File: config.mk
export PLATFORM = sky130hd
export DESIGN_NAME = csr_access_unit
export DESIGN_NICKNAME = d
export VERILOG_FILES = /design/src/rtl/csr_access_unit.sv
export SDC_FILE = /design/constraint.sdc
export NUM_CORES = 1
export LEC_CHECK = 0
export CAP_MARGIN = 15
export CORE_MARGIN = 2
export CORE_UTILIZATION = 50
export DETAILED_ROUTE_END_ITERATION = 16
export DONT_BUFFER_PORTS = 1
export GPL_ROUTABILITY_DRIVEN = 1
export PLACE_DENSITY = 0.76
export SLEW_MARGIN = 20
export SYNTH_ARGS = -nofsm -noshare
export SYNTH_HDL_FRONTEND = slang
export SYNTH_SLANG_ARGS = --single-unit
File: constraint.sdc
create_clock -name clk_i -period 4 [get_ports clk_i]
set_clock_uncertainty 0.15 [all_clocks]
set_input_delay 1.2 -clock clk_i [delete_from_list [all_inputs] [get_ports clk_i]]
set_output_delay 1.2 -clock clk_i [all_outputs]
set_load 0.01 [all_outputs]
File: src/rtl/csr_access_unit.sv
`default_nettype none
// ============================================================================
// Module      : csr_access_unit
// Description : Initiator side of the CSR register-file port. Executes Zicsr
//               instructions (CSRRW/RS/RC and immediate forms) as a sequenced
//               read-modify-write: accept, read old value, write new value,
//               return old value for rd.
//
// Ports       : clk_i, resetN_i            clock / async active-low reset
//               reqValid_i, reqReady_o     request handshake
//               reqFunct3_i, reqAddr_i     instruction funct3, CSR address
//               reqRs1Data_i, reqUimm_i,   register / immediate operand and
//               reqRs1Zero_i               "rs1 is x0" flag
//               csrRAddr_o, csrRData_i     register-file read port
//               csrWAddr_o, csrWData_o,    register-file write port
//               csrWEn_o
//               rspValid_o, rspReady_i     response handshake
//               rspData_o, rspIllegal_o    old CSR value, illegal flag
//
// Build option: CSR_RO_CHECK_EN - when defined, any request that would write
//               a CSR with address[11:10]==2'b11 is reported illegal and no
//               write is issued.
//
// Revision    : 1.0 - initial release
// ============================================================================
module csr_access_unit (
    input  logic        clk_i,
    input  logic        resetN_i,
    input  logic        reqValid_i,
    output logic        reqReady_o,
    input  logic [2:0]  reqFunct3_i,
    input  logic [11:0] reqAddr_i,
    input  logic [31:0] reqRs1Data_i,
    input  logic [4:0]  reqUimm_i,
    input  logic        reqRs1Zero_i,
    output logic [11:0] csrRAddr_o,
    input  logic [31:0] csrRData_i,
    output logic [11:0] csrWAddr_o,
    output logic [31:0] csrWData_o,
    output logic        csrWEn_o,
    output logic        rspValid_o,
    input  logic        rspReady_i,
    output logic [31:0] rspData_o,
    output logic        rspIllegal_o
);

    typedef enum logic [1:0] {
        ST_IDLE  = 2'd0,
        ST_READ  = 2'd1,
        ST_WRITE = 2'd2,
        ST_RESP  = 2'd3
    } state_t;

    state_t      r_state;
    state_t      w_stateNext;

    logic [2:0]  r_funct3;
    logic [11:0] r_addr;
    logic [31:0] r_rs1Data;
    logic [4:0]  r_uimm;
    logic        r_rs1Zero;
    logic [31:0] r_oldValue;

    logic        w_accept;
    logic [31:0] w_src;
    logic        w_isReserved;
    logic        w_isRw;
    logic        w_isSet;
    logic        w_opZero;
    logic        w_wouldWrite;
    logic        w_roViolation;
    logic        w_illegal;
    logic        w_doWrite;
    logic [31:0] w_newValue;

    assign w_accept = reqValid_i && (r_state == ST_IDLE);

    // ------------------------------------------------------------------------
    // State and request registers
    // ------------------------------------------------------------------------
    always_ff @(posedge clk_i or negedge resetN_i) begin
        if (!resetN_i) begin
            r_state    <= ST_IDLE;
            r_funct3   <= 3'b000;
            r_addr     <= 12'h000;
            r_rs1Data  <= 32'h0000_0000;
            r_uimm     <= 5'b00000;
            r_rs1Zero  <= 1'b0;
            r_oldValue <= 32'h0000_0000;
        end else begin
            r_state <= w_stateNext;
            if (w_accept) begin
                r_funct3  <= reqFunct3_i;
                r_addr    <= reqAddr_i;
                r_rs1Data <= reqRs1Data_i;
                r_uimm    <= reqUimm_i;
                r_rs1Zero <= reqRs1Zero_i;
            end
            // Register-file read data is combinational; capture it at the end
            // of READ so counters reflect their value during that cycle.
            if (r_state == ST_READ) begin
                r_oldValue <= csrRData_i;
            end
        end
    end

    // ------------------------------------------------------------------------
    // Instruction decode (from latched request)
    // funct3[1:0]: 00 reserved, 01 write, 10 set, 11 clear; funct3[2] = imm
    // ------------------------------------------------------------------------
    assign w_src        = r_funct3[2] ? {27'b0, r_uimm} : r_rs1Data;
    assign w_isReserved = (r_funct3[1:0] == 2'b00);
    assign w_isRw       = (r_funct3[1:0] == 2'b01);
    assign w_isSet      = (r_funct3[1:0] == 2'b10);
    assign w_opZero     = r_funct3[2] ? (r_uimm == 5'b00000) : r_rs1Zero;

    // Set/clear with a zero operand index is a pure read: no write side effect.
    assign w_wouldWrite = !w_isReserved && (w_isRw || !w_opZero);

`ifdef CSR_RO_CHECK_EN
    assign w_roViolation = (r_addr[11:10] == 2'b11) && w_wouldWrite;
`else
    assign w_roViolation = 1'b0;
`endif

    assign w_illegal = w_isReserved || w_roViolation;
    assign w_doWrite = w_wouldWrite && !w_roViolation;

    always_comb begin
        w_newValue = w_src;
        if (w_isSet) begin
            w_newValue = r_oldValue | w_src;
        end else if (!w_isRw) begin
            w_newValue = r_oldValue & ~w_src;
        end
    end

    // ------------------------------------------------------------------------
    // Next state and outputs
    // ------------------------------------------------------------------------
    always_comb begin
        w_stateNext  = r_state;
        reqReady_o   = 1'b0;
        csrRAddr_o   = 12'h000;
        csrWAddr_o   = 12'h000;
        csrWData_o   = 32'h0000_0000;
        csrWEn_o     = 1'b0;
        rspValid_o   = 1'b0;
        rspData_o    = 32'h0000_0000;
        rspIllegal_o = 1'b0;

        case (r_state)
            ST_IDLE: begin
                reqReady_o = 1'b1;
                if (reqValid_i) begin
                    w_stateNext = ST_READ;
                end
            end
            ST_READ: begin
                csrRAddr_o  = r_addr;
                w_stateNext = ST_WRITE;
            end
            ST_WRITE: begin
                if (w_doWrite) begin
                    csrWEn_o   = 1'b1;
                    csrWAddr_o = r_addr;
                    csrWData_o = w_newValue;
                end
                w_stateNext = ST_RESP;
            end
            ST_RESP: begin
                rspValid_o   = 1'b1;
                rspIllegal_o = w_illegal;
                rspData_o    = w_illegal ? 32'h0000_0000 : r_oldValue;
                if (rspReady_i) begin
                    w_stateNext = ST_IDLE;
                end
            end
            default: begin
                w_stateNext = ST_IDLE;
            end
        endcase
    end

endmodule
`default_nettype wire

# == Yosys cells after proc, flatten, opt, wreduce, memory -nomap -nowiden ==
# Cells that the tools add are included.
# word_totals
register_bits,87
output_inout_bits,92
inputBits,89
# op_classes
n_eq_ne,7
reduce_logical,9
bitwise,3
mux,19
# ops
op,count
2-to-1 mux 32 bit,7
2-to-1 mux 12 bit,3
AND 32 bit,1
inverter 32 bit,1
bitwise OR 32 bit,1
case mux 2 bit (4 select lines),1
"equality test 2 bit, second input constant",3
2-to-1 mux 1 bit,6
logical NOT 5 bit,1
"equality test 2 x 1 -> 1 bit, second input constant",2
logical NOT 2 bit,2
2-to-1 mux 2 bit,2
"!= test 2 bit, second input constant",2
logical AND 1 bit,2
logical NOT 1 bit,2
AND reduction 2 bit,1
logical OR 1 bit,1

# == Longest topological paths before layout ==
# logic_depth
depth_word,7
depth_mapped,6
mapped_depth_nobuf,6

# == Worst setup path before layout ==
# Ideal clock, no wire load.
# synth_path
path_kind,register to output
start,reg r_state[0]
end,out csrWData_o[22]
path_slack_ns,1.327
arrival_ns,1.323
path_stages_with_launch,6
path_cell_list,dfrtp_1 > inv_1 > ha_1 > nand4_4 > buf_4 > a211oi_1
# synth_via
elab_chain_len,2
# synth_lines
item,line,text
"start, declared",54,state_t r_state;
"start signal, assigned",91,r_state <= w_stateNext;
equality test 2 bit,152,case (r_state)
2-to-1 mux 32 bit,152,
"end, declared",39,"output logic [31:0] csrWData_o,"
# No other way between the ends.

# == Worst setup path after layout ==
# layout_path
start,reg r_funct3[2]
end,out csrWData_o[0]
# layout_via
elab_chain_len,7
word_cells_on_any_way,12
cone_classes,6 x mux; 3 x bitwise; 3 x reduce/logical
# layout_lines
item,line,text
"start, declared",57,logic [2:0] r_funct3;
"start signal, assigned",93,r_funct3 <= reqFunct3_i;
2-to-1 mux 32 bit,111,"assign w_src = r_funct3[2] ? {27'b0, r_uimm} : r_rs1Data;"
inverter 32 bit,134,w_newValue = r_oldValue & ~w_src;
AND 32 bit,134,
2-to-1 mux 32 bit,133,end else if (!w_isRw) begin
2-to-1 mux 32 bit,131,if (w_isSet) begin
2-to-1 mux 32 bit (*),164,if (w_doWrite) begin
2-to-1 mux 32 bit (*),152,
# Every way passes the cells marked *; elsewhere a longest branch is shown, timed or not.

==> summary.txt <==
Status
  • Outcome: completed

Timing
  • Worst rel slew slack: 49.4%
  • Final worst-path cycle share: 87.7%
  • Post-route minimum period: 3510 ps
  • Worst slew pin tran: 757 ps
  • Setup TNS: 0 ps
  • Final setup fails: 0
  • Fmax: 285 MHz
  • Max Slew Vio Count: 0
  • RSZ-0062 raised after global routing: no
  • Final Hold Viols: 0

Global routing
  • Total gr overflow: 0
  • Largest net degree at the start of global routing: 88
  • Met1 Usage GRT: 27.0%
  • Initial antenna violation count: 1
  • GR Util met3: 5.24%
  • Vias in the first global route: 3,516
  • First-pass GRT wire length: 18,900 µm
  • GRT met2 Usage: 37.5%
  • Gr busiest metal: met2
  • Gr usage total: 21.9%

Logic synthesis
  • Top cells by area, synth: dfrtp_1 (43%), mux2_2 (19%), mux2i_1 (6.3%)
  • Synth Area per Inst: 12.3 µm²
  • Sequential fraction of the synthesis area: 42.9%
  • Netlist cell types: 30
  • Post-synth top area share: 42.9%
  • Mapped Area: 5080 µm²
  • Synth Net Count: 507
  • Cells after synthesis: 413
  • Warning count from the yosys run: 0
  • Leading area contributor after synthesis: dfrtp_1
  • Synth Register Bits: 87

Finish
  • Util after Layout: 54.5%
  • Layout Nets: 502
  • Most common cell after layout, fill and taps aside: mux2_2
  • Share of post-route cells with drive strength above 1: 37.4%
  • # fillers: 856
  • Area grow syn2layout: 5.42%
  • Most frequent cells in the layout: mux2_2 (86), dfrtp_1 (85), mux2i_1 (32), and3_1 (32), xnor2_1 (27)

Clock network
  • CTS Buffer Depth: 2
  • Hold bufs inserted after CTS: 0
  • TritonCTS clock tree: yes
  • Total CTS buffers: 9
  • Post-CTS Resized: 0
  • Post CTS Setup Buffer Count: 0
  • Clock transition at path regs: 80 ps
  • Clock Tree Root: clkbuf_8
  • Clock Latency Late Sink: 340 ps
  • Clock sink count: 87
  • H-tree depth: 3

Run
  • Max Cap Violations: 0

Critical path
  • R2r worst-path depth: 5
  • Crit path DAT: 2160 ps
  • Crit path max fanout: 28
  • CP Capture Type: output pin
  • Critical Path RT: 2650 ps
  • Critical setup path kind: reg2out
  • Crit path launch type: flip-flop

Detailed routing
  • Post-route ant nets: 0
  • Avg WL per Cell: 21.1 µm
  • Drt drc: 0
  • Total wire length: 11,500 µm
  • Vias: 3,173
  • DRT iter0 DRCs: 143
  • Via density: 5.81
  • DRT Pass-1 Iters: 4

Power
  • Worst vdd ir: 0.376 mV
  • Leak: 2.25 nW
  • PwrDens: 923 nW/µm²

Placed design
  • PortBufs: 0
  • Detail Placement HPWL: 8010 µm
  • Final Wtd Congestion: 0.749

Min path
  • Hold Path Stages: 1
  • HP Class: reg2reg

Floorplanning
  • Die Ht: 105 µm
  • Core box area: 9820 µm²
  • Ports: 181
  • Die area: 11,000 µm²
  • DIE WIDTH: 105 µm
  • Initial Utilization: 51.7%
  • Row cnt: 36
power breakdown:
part | switching [mW] | leakage (nW) | internal [mW]
Clock | 0.289 | 0.0865 | 0.257
Combinational | 1.48 | 1.14 | 1.26
Sequential | 0.323 | 1.02 | 1.34
sequential cells by signal, summed over array words and instances (netlist names):
register and cells:
r_state 2, r_addr 12, r_funct3 3, r_uimm 5, r_rs1Data 32, r_oldValue 32
r_rs1Zero 1
worst paths after layout:
path                                    start            end  slack [ps]
min in group asynchronous            resetN_i  r_rs1Data[15]         390
worst min-delay path            r_rs1Data[11]  r_rs1Data[11]         350
worst max register to register     r_state[0]  r_rs1Data[27]        1640
max in group asynchronous            resetN_i    r_funct3[1]        3200
worst min register to register  r_rs1Data[11]  r_rs1Data[11]         350
worst max-delay path              r_funct3[2]  csrWData_o[0]         490
per-layer routing:
metal,vias up,wire (µm)
met2,113,5850
met1,1614,4810
met3,10,719
met4,0,116
met5,-,0
li1,1436,-
critical path, stage by stage, from the launching register on:
cell and delay (ps):
dfrtp_1 560, buf_4 400, mux2i_2 310, mux2i_1 130, a211oi_2 260, buf_4 160
layout make-up:
cell class	count	area, µm²	area share [%]
multi-input cells	286	2680	50.0
inverters	5	18.8	0.350
flip-flops and latches	87	2180	40.7
clock buffers	14	163	3.04
repair buffers	19	143	2.66
diodes	1	2.50	0.0467
clock inverters	1	5.00	0.0935
well taps	133	166	3.11
cell usage after synthesis, drive strengths merged:
library cell,instances
dfrtp,87
mux2i,37
nor2,2
and3,32
mux2,86
xnor2,27
clkbuf,11
nand2,1
o22ai,1
or2,1
a21oi,1
inv,5
ha,5
nor3,2
a211oi,32
xor2,5
and2,24
nand4,2
buf,24
nand3b,1
and2b,9
nor2b,18
metrics by stage:
stage                     total power [mW]  hold WS, ps  instance area (µm²)  instances  worst slack [ps]
after global routing                  5.30          361                 5360        546               323
final                                 4.94          352                 5360        546               490
after floorplan                       3.95          321                 5080        413              1330
after CTS                             5.00          354                 5350        545               434
after global placement                4.32          328                 5180        530               878
after detailed placement              4.44          335                 5180        530               841
kinds of logic (layout without fill, tap and decap cells):
| kind of cell | after synthesis | after routing | share of synthesized area, % |
|---|---|---|---|
| muxes | 123 | 123 | 26.7 |
| and+or+nand+nor | 92 | 92 | 11.7 |
| DFF | 87 | 87 | 42.9 |
| buffers and inverters | 40 | 39 | 4.53 |
| AOI/OAI and AO/OA | 34 | 34 | 7.41 |
| xor gates and xnor gates | 32 | 32 | 5.52 |
| adders and majority gates | 5 | 5 | 1.23 |
| other | 0 | 1 | 0 |
(Power assumes the default switching activity.)
